File: src/rtl/cla_pipe_adder_pkg.sv
// ============================================================================
// Module : cla_pkg
// Brief  : Shared block width, nibble type and P/G helper for the CLA pipe.
// Rev    : 1.0  initial release
// ============================================================================
`default_nettype none

package cla_pkg;

   localparam int CLA_BLK = 4;

   typedef logic [CLA_BLK-1:0] blk_t;

   // Returns {P, G} for one lookahead block.
   function automatic logic [2*CLA_BLK-1:0] blk_pg(input blk_t a, input blk_t b);
      return {a ^ b, a & b};
   endfunction

endpackage

`default_nettype wire

File: src/rtl/cla_pipe_adder_if.sv
// ============================================================================
// Module : cla_pipe_adder_if
// Brief  : Valid/ready operand and result bus of the pipelined CLA adder.
//          Optional sub select exists only when CLA_SUB_EN is defined.
// Rev    : 1.0  initial release
// ============================================================================
`default_nettype none

interface cla_pipe_adder_if #(
   parameter int WIDTH = 16
);
   logic             in_valid;
   logic             in_ready;
   logic [WIDTH-1:0] a;
   logic [WIDTH-1:0] b;
   logic             cin;
`ifdef CLA_SUB_EN
   logic             sub;
`endif
   logic             out_valid;
   logic             out_ready;
   logic [WIDTH-1:0] sum;
   logic             cout;
   logic             ovf;

   modport master (
`ifdef CLA_SUB_EN
      output sub,
`endif
      output in_valid, a, b, cin, out_ready,
      input  in_ready, out_valid, sum, cout, ovf
   );

   modport slave (
`ifdef CLA_SUB_EN
      input  sub,
`endif
      input  in_valid, a, b, cin, out_ready,
      output in_ready, out_valid, sum, cout, ovf
   );

endinterface

`default_nettype wire

File: src/rtl/cla_pipe_adder_nibble_stage.sv
// ============================================================================
// Module : cla_nibble_stage
// Brief  : Combinational 4-bit carry-lookahead block; also exposes the carry
//          into bit 3 so the top block can derive signed overflow.
// Rev    : 1.0  initial release
// ============================================================================
`default_nettype none

module cla_nibble_stage
   import cla_pkg::*;
(
   input  blk_t a_i,
   input  blk_t b_i,
   input  logic ci_i,
   output blk_t s_o,
   output logic co_o,
   output logic c3_o
);
   logic [2*CLA_BLK-1:0] w_pg;
   blk_t                 w_p;
   blk_t                 w_g;
   logic [CLA_BLK:0]     w_c;

   assign w_pg = blk_pg(a_i, b_i);
   assign w_p  = w_pg[2*CLA_BLK-1:CLA_BLK];
   assign w_g  = w_pg[CLA_BLK-1:0];

   // Every carry is flattened directly from ci, never rippled.
   assign w_c[0] = ci_i;
   assign w_c[1] = w_g[0] | (w_p[0] & w_c[0]);
   assign w_c[2] = w_g[1] | (w_p[1] & w_g[0]) | (w_p[1] & w_p[0] & w_c[0]);
   assign w_c[3] = w_g[2] | (w_p[2] & w_g[1]) | (w_p[2] & w_p[1] & w_g[0])
                 | (w_p[2] & w_p[1] & w_p[0] & w_c[0]);
   assign w_c[4] = w_g[3] | (w_p[3] & w_g[2]) | (w_p[3] & w_p[2] & w_g[1])
                 | (w_p[3] & w_p[2] & w_p[1] & w_g[0])
                 | ((&w_p) & w_c[0]);

   assign s_o  = w_p ^ w_c[CLA_BLK-1:0];
   assign co_o = w_c[CLA_BLK];
   assign c3_o = w_c[CLA_BLK-1];

endmodule

`default_nettype wire

File: src/rtl/cla_pipe_adder.sv
// ============================================================================
// Module : cla_pipe_adder
// Brief  : Carry-pipelined CLA adder, one 4-bit block resolved per stage,
//          valid/ready streaming. Define CLA_SUB_EN to enable subtraction.
// Rev    : 1.0  initial release
// ============================================================================
`default_nettype none

module cla_pipe_adder
   import cla_pkg::*;
#(
   parameter int WIDTH = 16
) (
   input  logic            clk,
   input  logic            rst_n,
   cla_pipe_adder_if.slave bus
);
   localparam int NBLK = WIDTH / CLA_BLK;

   logic             w_advance;
   logic [WIDTH-1:0] w_ent_b;
   logic             w_ent_c;

   logic [NBLK-1:0]  w_vld;
   logic [NBLK-1:0]  w_cy;
   logic             w_vin [NBLK];
   logic             w_co  [NBLK];
   logic             w_c3  [NBLK];
   logic [WIDTH-1:0] w_sum [NBLK];
   logic [WIDTH-1:0] w_opa [NBLK];
   logic [WIDTH-1:0] w_opb [NBLK];
   logic             ovf_q;

   // Whole pipe moves in lockstep; a full, unaccepted output freezes it.
   assign w_advance = !w_vld[NBLK-1] || bus.out_ready;

`ifdef CLA_SUB_EN
   assign w_ent_b = bus.sub ? ~bus.b : bus.b;
   assign w_ent_c = bus.sub ? 1'b1   : bus.cin;
`else
   assign w_ent_b = bus.b;
   assign w_ent_c = bus.cin;
`endif

   for (genvar k = 0; k < NBLK; k++) begin : g_stage
      logic             vin;
      logic [WIDTH-1:0] src_a;
      logic [WIDTH-1:0] src_b;
      logic             src_c;
      logic [WIDTH-1:0] sum_d;
      blk_t             nib_s;
      logic             vld_q;
      logic             cy_q;
      logic [WIDTH-1:0] sum_q;
      logic [WIDTH-1:0] opa_q;
      logic [WIDTH-1:0] opb_q;

      // Resolved nibbles enter at the top and shift down; after the last
      // stage block 0 sits at the bottom. Pending operands shift down too.
      if (k == 0) begin : g_head
         assign vin   = bus.in_valid;
         assign src_a = bus.a;
         assign src_b = w_ent_b;
         assign src_c = w_ent_c;
         assign sum_d = WIDTH'(nib_s) << (WIDTH - CLA_BLK);
      end else begin : g_body
         assign vin   = w_vld[k-1];
         assign src_a = w_opa[k-1];
         assign src_b = w_opb[k-1];
         assign src_c = w_cy[k-1];
         assign sum_d = {nib_s, w_sum[k-1][WIDTH-1:CLA_BLK]};
      end

      cla_nibble_stage u_nibble (
         .a_i  (src_a[CLA_BLK-1:0]),
         .b_i  (src_b[CLA_BLK-1:0]),
         .ci_i (src_c),
         .s_o  (nib_s),
         .co_o (w_co[k]),
         .c3_o (w_c3[k])
      );

      always_ff @(posedge clk or negedge rst_n) begin
         if (!rst_n) begin
            vld_q <= 1'b0;
            cy_q  <= 1'b0;
            sum_q <= '0;
            opa_q <= '0;
            opb_q <= '0;
         end else if (w_advance) begin
            vld_q <= vin;
            if (vin) begin
               cy_q  <= w_co[k];
               sum_q <= sum_d;
               opa_q <= src_a >> CLA_BLK;
               opb_q <= src_b >> CLA_BLK;
            end
         end
      end

      assign w_vin[k] = vin;
      assign w_vld[k] = vld_q;
      assign w_cy[k]  = cy_q;
      assign w_sum[k] = sum_q;
      assign w_opa[k] = opa_q;
      assign w_opb[k] = opb_q;
   end

   // Signed overflow: carry into the MSB differs from carry out of it.
   always_ff @(posedge clk or negedge rst_n) begin
      if (!rst_n) begin
         ovf_q <= 1'b0;
      end else if (w_advance && w_vin[NBLK-1]) begin
         ovf_q <= w_co[NBLK-1] ^ w_c3[NBLK-1];
      end
   end

   assign bus.in_ready  = w_advance;
   assign bus.out_valid = w_vld[NBLK-1];
   assign bus.sum       = w_sum[NBLK-1];
   assign bus.cout      = w_cy[NBLK-1];
   assign bus.ovf       = ovf_q;

endmodule

`default_nettype wire

File: src/flat_wrapper.sv
// flat-port wrapper written by rule: the top's interface ports become plain ports
module cla_pipe_adder_flat import cla_pkg::*;
#(
   parameter int WIDTH = 16
)
  (clk, rst_n, bus_in_valid, bus_a, bus_b, bus_cin, bus_out_ready, bus_in_ready, bus_out_valid, bus_sum, bus_cout, bus_ovf);
  cla_pipe_adder_if #(.WIDTH(WIDTH)) bus_i ();
  input  logic clk;
  input  logic rst_n;
  input wire logic [$bits(bus_i.in_valid)-1:0] bus_in_valid;
  input wire logic [$bits(bus_i.a)-1:0] bus_a;
  input wire logic [$bits(bus_i.b)-1:0] bus_b;
  input wire logic [$bits(bus_i.cin)-1:0] bus_cin;
  input wire logic [$bits(bus_i.out_ready)-1:0] bus_out_ready;
  output wire logic [$bits(bus_i.in_ready)-1:0] bus_in_ready;
  output wire logic [$bits(bus_i.out_valid)-1:0] bus_out_valid;
  output wire logic [$bits(bus_i.sum)-1:0] bus_sum;
  output wire logic [$bits(bus_i.cout)-1:0] bus_cout;
  output wire logic [$bits(bus_i.ovf)-1:0] bus_ovf;
  assign bus_i.in_valid = bus_in_valid;
  assign bus_i.a = bus_a;
  assign bus_i.b = bus_b;
  assign bus_i.cin = bus_cin;
  assign bus_i.out_ready = bus_out_ready;
  assign bus_in_ready = bus_i.in_ready;
  assign bus_out_valid = bus_i.out_valid;
  assign bus_sum = bus_i.sum;
  assign bus_cout = bus_i.cout;
  assign bus_ovf = bus_i.ovf;
  cla_pipe_adder #(.WIDTH(WIDTH)) u_core (.clk(clk), .rst_n(rst_n), .bus(bus_i));
endmodule
File: config.mk
export PLATFORM = sky130hd
export DESIGN_NAME = cla_pipe_adder_flat
export DESIGN_NICKNAME = d
export VERILOG_FILES = /design/src/rtl/cla_pipe_adder_pkg.sv /design/src/rtl/cla_pipe_adder_if.sv /design/src/rtl/cla_pipe_adder_nibble_stage.sv /design/src/rtl/cla_pipe_adder.sv /design/src/flat_wrapper.sv
export SDC_FILE = /design/constraint.sdc
export NUM_CORES = 1
export LEC_CHECK = 0
export ABC_AREA = 1
export ABC_CLOCK_PERIOD_IN_PS = 2500
export CORE_MARGIN = 4
export CORE_UTILIZATION = 35
export CTS_CLUSTER_SIZE = 12
export DETAILED_ROUTE_END_ITERATION = 7
export DONT_BUFFER_PORTS = 1
export GPL_TIMING_DRIVEN = 1
export HOLD_SLACK_MARGIN = 0.12
export PLACE_DENSITY_LB_ADDON = 0.15
export SYNTH_ARGS = -nofsm -noshare
export SYNTH_HDL_FRONTEND = slang
export SYNTH_SLANG_ARGS = --single-unit
File: constraint.sdc
create_clock -name clk -period 2.5 [get_ports clk]
set_input_delay 0.375 -clock clk [delete_from_list [all_inputs] [get_ports clk]]
set_output_delay 0.375 -clock clk [all_outputs]
set_load 0.01 [all_outputs]
# Word level (Yosys, flattened, before mapping)

Cells that the tools add are included.

Reduce and logical (&&, ||, !) cells: 11
Bitwise gates (word level): 113

Operators by type and width:

| cell                | number |
|---|---|
| bitwise AND 1 bit   | 60 |
| bitwise OR 1 bit    | 40 |
| bitwise XOR 4 bit   | 8 |
| bitwise AND 4 bit   | 4 |
| AND reduction 4 bit | 4 |
| AND reduction 2 bit | 4 |
| logical AND 1 bit   | 1 |
| logical NOT 1 bit   | 1 |
| logical OR 1 bit    | 1 |
| bitwise XOR 1 bit   | 1 |

Output and inout bits: 20
Flip-flop bits (word level): 97

# Depth between registers and ports, before layout

Depth after elaboration: 7
Mapped depth: 8
Gate-level depth less buffers: 8

# Modules after synthesis

Synthesis repeated with hierarchy kept, for this count alone.

Cell total of the unflattened synthesis: 547
Area total of the unflattened synthesis: 4649.5 µm²

By module, submodules not included:

| module                                            | cells each | sequential area each (µm²) | area an instance (µm²) | instances |
|---|---|---|---|---|
| cla_pipe_adder                                    | 423        | 2427.3                     | 3858.7                 | 1 |
| cla_nibble_stage (u_core.g_stage[0].u_nibble ...) | 31         | 0.0                        | 198.9                  | 3 |
| cla_nibble_stage (u_core.g_stage[2].u_nibble)     | 31         | 0.0                        | 193.9                  | 1 |

# Worst setup path after synthesis

Ideal clock, no wire load.

Kind: register to register
From: register u_core.g_stage[2].opb_q[1]
To: register u_core.ovf_q, in the netlist u_core.bus.ovf
Setup time: 117 ps
Data required time: 2383 ps
Setup slack: 1092 ps
Arrival time: 1291 ps
Stages on the path, launching flop included: 7
Cells stage by stage: dfrtp_1 -> ha_1 -> or2_2 -> nand3_1 -> nand3_1 -> nand3_1 -> nand2_1

Cells in the longest elaborated chain, start to end: 6

RTL lines:

| item                                                          | line                                                                 | source |
|---|---|---|
| from (decl)                                                   | cla_pipe_adder.sv:56                                                 | `logic [WIDTH-1:0] opb_q;` |
| from (signal assigned)                                        | cla_pipe_adder.sv:96                                                 | `opb_q <= src_b >> CLA_BLK;` |
| bitwise AND 4 bit / bitwise XOR 4 bit (equally long branches) | cla_pipe_adder_pkg.sv:16                                             | `return {a ^ b, a & b};` |
| bitwise AND 1 bit (on tied branches)                          | --                                                                   |  |
| bitwise OR 1 bit (tied with other cells)                      | cla_pipe_adder_nibble_stage.sv:34                                    | `assign w_c[4] = w_g[3] \| (w_p[3] & w_g[2]) \| (w_p[3] & w_p[2] & w_g[1])` |
| bitwise OR 1 bit (tied with other cells)                      | cla_pipe_adder_nibble_stage.sv:35                                    | `\| (w_p[3] & w_p[2] & w_p[1] & w_g[0])` |
| bitwise OR 1 bit (on tied branches)                           | cla_pipe_adder_nibble_stage.sv:36, cla_pipe_adder_nibble_stage.sv:33 |  |
| bitwise XOR 1 bit *                                           | cla_pipe_adder.sv:114                                                | `ovf_q <= w_co[NBLK-1] ^ w_c3[NBLK-1];` |
| to (signal assigned)                                          | cla_pipe_adder.sv:114                                                |  |
| to (decl)                                                     | cla_pipe_adder.sv:32                                                 | `logic ovf_q;` |

Every way passes the cells marked *; elsewhere a longest branch is shown, timed or not.
A chain may end at the register's enable or synchronous reset.

# Worst setup path after layout

From: register u_core.g_stage[3].vld_q, in the netlist u_core.bus.out_valid
To: output bus_in_ready

Cells in the longest elaborated chain, start to end: 2

RTL lines:

| item                   | line                 | source |
|---|---|---|
| from (decl)            | cla_pipe_adder.sv:52 | `logic vld_q;` |
| from (signal assigned) | cla_pipe_adder.sv:91 | `vld_q <= vin;` |
| logical NOT 1 bit      | cla_pipe_adder.sv:35 | `assign w_advance = !w_vld[NBLK-1] \|\| bus.out_ready;` |
| logical OR 1 bit       | cla_pipe_adder.sv:35 |  |
| to (decl)              | flat_wrapper.sv:15   | `output wire logic [$bits(bus_i.in_ready)-1:0] bus_in_ready;` |

No other way between the ends.

==> results.md <==
- The flow ran to the end, but the final reports show violations.
- The checks that failed: negative hold slack.
- The number of cells on the worst reg-to-reg path is 6.
- The capture point of the worst reg-to-reg path is u_core.bus.ovf.
- Synthesis inferred 97 register bits.
- The ratio of routed vias to standard cells is about 4.5.
- The count of routing violations after the opening detailed-route iteration is about 150.
- Of the cells placed in the final design, the portion with a size suffix greater than 1 is about 6.7%.
- The die is between 100 and 150 um wide.
- The largest fanout on the critical path is 5.
- The number of nets in the layout is roughly 560.
- The number of antenna violations at the first check in global routing came to 0.
- The total CTS buffers is 9.
- The total of cells resized after clock tree synthesis is 0.
- Clock skew on the completed layout was measured at 8.961 ps.
- The gate count after technology mapping is roughly 510.
- The global-route wire length before repair is between 10000 and 15000 um.
- For this run, design rule violations remaining after detail routing come to 0.
- The clock latency reported for the late side of the worst-skew pair is 330 ps.
- Setup violations remaining at the end of the flow were counted as 0.
- The TritonCTS clock tree is built.
- The area share of the largest cell type after synthesis is about 54%.
- The multi-input gate area in the final layout is around 1700 um2.
- The reg-to-reg startpoint is u_core.g_stage[2].opb_q[1].
- The tightest min-delay check is of the in -> async type.
- At the worst endpoint, the arrival time is approximately 1300 ps.
- Measured against its own limit, the worst slew margin works out to between 60% and 70%.
- Setup repair after global routing left no endpoint under its margin.
- After routing, the total negative slack on setup checks comes to 0 ps.
- Hold timing on the final database bottoms out at a slack of -267.3 ps.
- The overall power is about 5.8 mW.
- Once detail routing completed, the nets flagged for antenna violations numbered 0.
- The placer's final routability congestion estimate is 0.8179.
- The post-synthesis to final-layout area growth is 8.701%.
- The most used flip-flop cell after synthesis is sky130_fd_sc_hd__dfrtp_1.
- The slew of the pin with the lowest slew margin is 454.0 ps.
- Counting distinct cell types in the post-synthesis netlist gives 26.
- For this design the ratio of total power to cell area is 1179 nW/um2.
- The count of port buffers added during placement is 0.
- The via count of the first global-routing pass is between 3000 and 4000.
- The library cell with the largest summed area after synthesis is sky130_fd_sc_hd__dfrtp_1.
- Clock-pin slew was measured on the worst setup and hold paths at around 70 ps.
- The max-slew violation count is 0.
- By startpoint and endpoint, the worst setup path is classified as reg -> out.
- Based on the critical path, the design can be clocked at up to 608.4 MHz.
- Across the run, the number of max-cap violations was 0.
- The library cells used most frequently in the layout, excluding fill and tap cells, are sky130_fd_sc_hd__nand2_1, sky130_fd_sc_hd__dfrtp_1, sky130_fd_sc_hd__inv_1, sky130_fd_sc_hd__o21ai_1, sky130_fd_sc_hd__o21ai_0.
- The number of iterations in the first detailed-routing pass is 4.
- The via count is ~3000.
- Dividing the synthesized area by the synthesized cell count gives about 9 um2.
- After synthesis, the cell types taking the most area are sky130_fd_sc_hd__dfrtp_1, sky130_fd_sc_hd__nand2_1, sky130_fd_sc_hd__ha_1.
- For this configuration, the core starts out at a cell density of around 36%.
- In the final routed layout, each cell accounts on average for ~12 um.
- The number of antenna cells inserted is 0.
- The floorplan step defined a die boundary enclosing between 10000 and 15000 um2.
- The sequential-to-total area share from yosys stat is between 50% and 60%.
- Post-CTS timing repair inserted 0 buffers for setup.
- The cell area that synthesis handed to floorplanning was 4487 um2.
- The I/O pin total is 57.
- The static power due to leakage is approximately 2.5 nW.
- The required time of the critical path is around 2100 ps.
- The worst supply voltage drop on vdd is just over 0.0004 V.
- The detailed-route wire length is slightly above 8000 um.
- The register cell area after layout is between 2000 and 2500 um2.
- In this run the number of H-tree levels came out at 3.
- The async set-reset flop share out of synthesis is 100.0%.
- The cell sitting at the root of the clock tree is a sky130_fd_sc_hd__clkbuf_16.
- After global routing the overflow that remains totals 0.
- The floorplan step defined a core boundary enclosing roughly 13000 um2.
- The number of nets in the synthesized netlist is approximately 560.
- The share of the clock period used by the worst path is 65.75%.
- The worst path in the final design needs a cycle of approximately 1600 ps, including I/O delays and setup.
- The HPWL after detailed placement is ~6000 um.
- The pin count of the biggest net entering global routing is 98.
- The most frequent standard cell in the layout excluding fill and tap cells is sky130_fd_sc_hd__nand2_1.
- The count of flip-flops with a built-in enable after synthesis is 0.
- The capturing element type of the critical path is an output pin.
- The initialized floorplan defines slightly above 40 standard-cell rows.
- The die is about 120 um tall.
- The overall fraction of global-route tracks in use is roughly 12%.
- The critical path startpoint category is a register.
- The layout has approximately 1300 filler cells.
- The buffer levels on the longest clock path is 2.
- The clock drives 97 sinks.
- The hold violation total from the final report is between 90 and 100.
- Yosys printed 0 warnings.
- The worst register-to-register path has a setup slack of 1020 ps.
[how the worst max path moves through the flow]
stage	slack (ps)	from	end	depth (start not counted)
6_report	860	u_core.bus.out_valid	bus_in_ready	3
2_1_floorplan	1090	u_core.g_stage[2].opb_q[1]	u_core.bus.ovf	6
3_5_place_dp	1000	u_core.bus.out_valid	u_core.bus.sum[3]	5
4_1_cts	820	u_core.bus.out_valid	bus_in_ready	3
5_1_grt	780	u_core.bus.out_valid	bus_in_ready	3
3_3_place_gp	1040	u_core.g_stage[2].opb_q[1]	u_core.bus.ovf	6
[registers in the layout (all words and copies together), names as in the netlist]
name,cells
u_core.bus.ovf,1
u_core.g_stage.opa_q,24
u_core.bus.out_valid,1
u_core.bus.cout,1
u_core.g_stage.opb_q,24
u_core.g_stage.vld_q,3
u_core.g_stage.cy_q,3
u_core.bus.sum,16
u_core.g_stage.sum_q,24
[cell usage after synthesis, drive strengths merged, types with 3 or more instances]
library cell and number:
xor2 3, ha 16, buf 15, a21oi 9, nor2 12, inv 57, nand4 6, dfrtp 97
nand3b 3, nand2 197, fa 4, nand3 20, o21ai 61
[cells by family after synthesis]
logic type | after synthesis | share of synthesized area [%]
simple gates | 239 | 22.62
flops | 97 | 54.10
compound gates | 73 | 8.784
buf+inv | 73 | 7.278
fa+ha+maj | 20 | 6.247
xor+xnor | 5 | 0.9762
[per-stage QoR]
step           hold WS, ps  utilization, %  cell area (um2)  cells  setup slack (ps)
4_1_cts             -281.6           38.81             4877    681             824.3
5_1_grt             -284.8           38.81             4877    681             776.4
2_1_floorplan        79.41               -             4487    507              1092
3_3_place_gp         81.37           36.64             4604    665              1040
6_report            -267.3           38.81             4877    681             856.3
3_5_place_dp         81.04           36.64             4604    665              1003
[final cells by class]
type / instances / area share, %
Multi-Input combinational cell: 337 / 35.53
Inverter: 57 / 4.387
Tap cell: 172 / 4.413
Sequential cell: 97 / 49.77
Timing Repair Buffer: 2 / 0.3079
Clock inverter: 6 / 0.6927
Clock buffer: 10 / 4.900
[power by group]
| group | switching (mW) | total (mW) | internal [mW] |
|---|---|---|---|
| clock | 0.554 | 1.25 | 0.694 |
| combinational | 1.23 | 1.94 | 0.712 |
| sequential | 0.382 | 2.56 | 2.18 |
[critical path, cell delays in order (launching register included)]
cell	delay, ps
sky130_fd_sc_hd__dfrtp_1	400
sky130_fd_sc_hd__inv_1	110
sky130_fd_sc_hd__nor2_8	240
sky130_fd_sc_hd__inv_1	180
[metal layers]
layer,wire [um],vias to the layer above,GRT usage (%)
li1,-,1591,-
met5,0,-,0
met2,3473,48,17.82
met4,128,0,4.622
met3,441,11,3.077
met1,4181,1384,17.53
(Power assumes the default switching activity.)
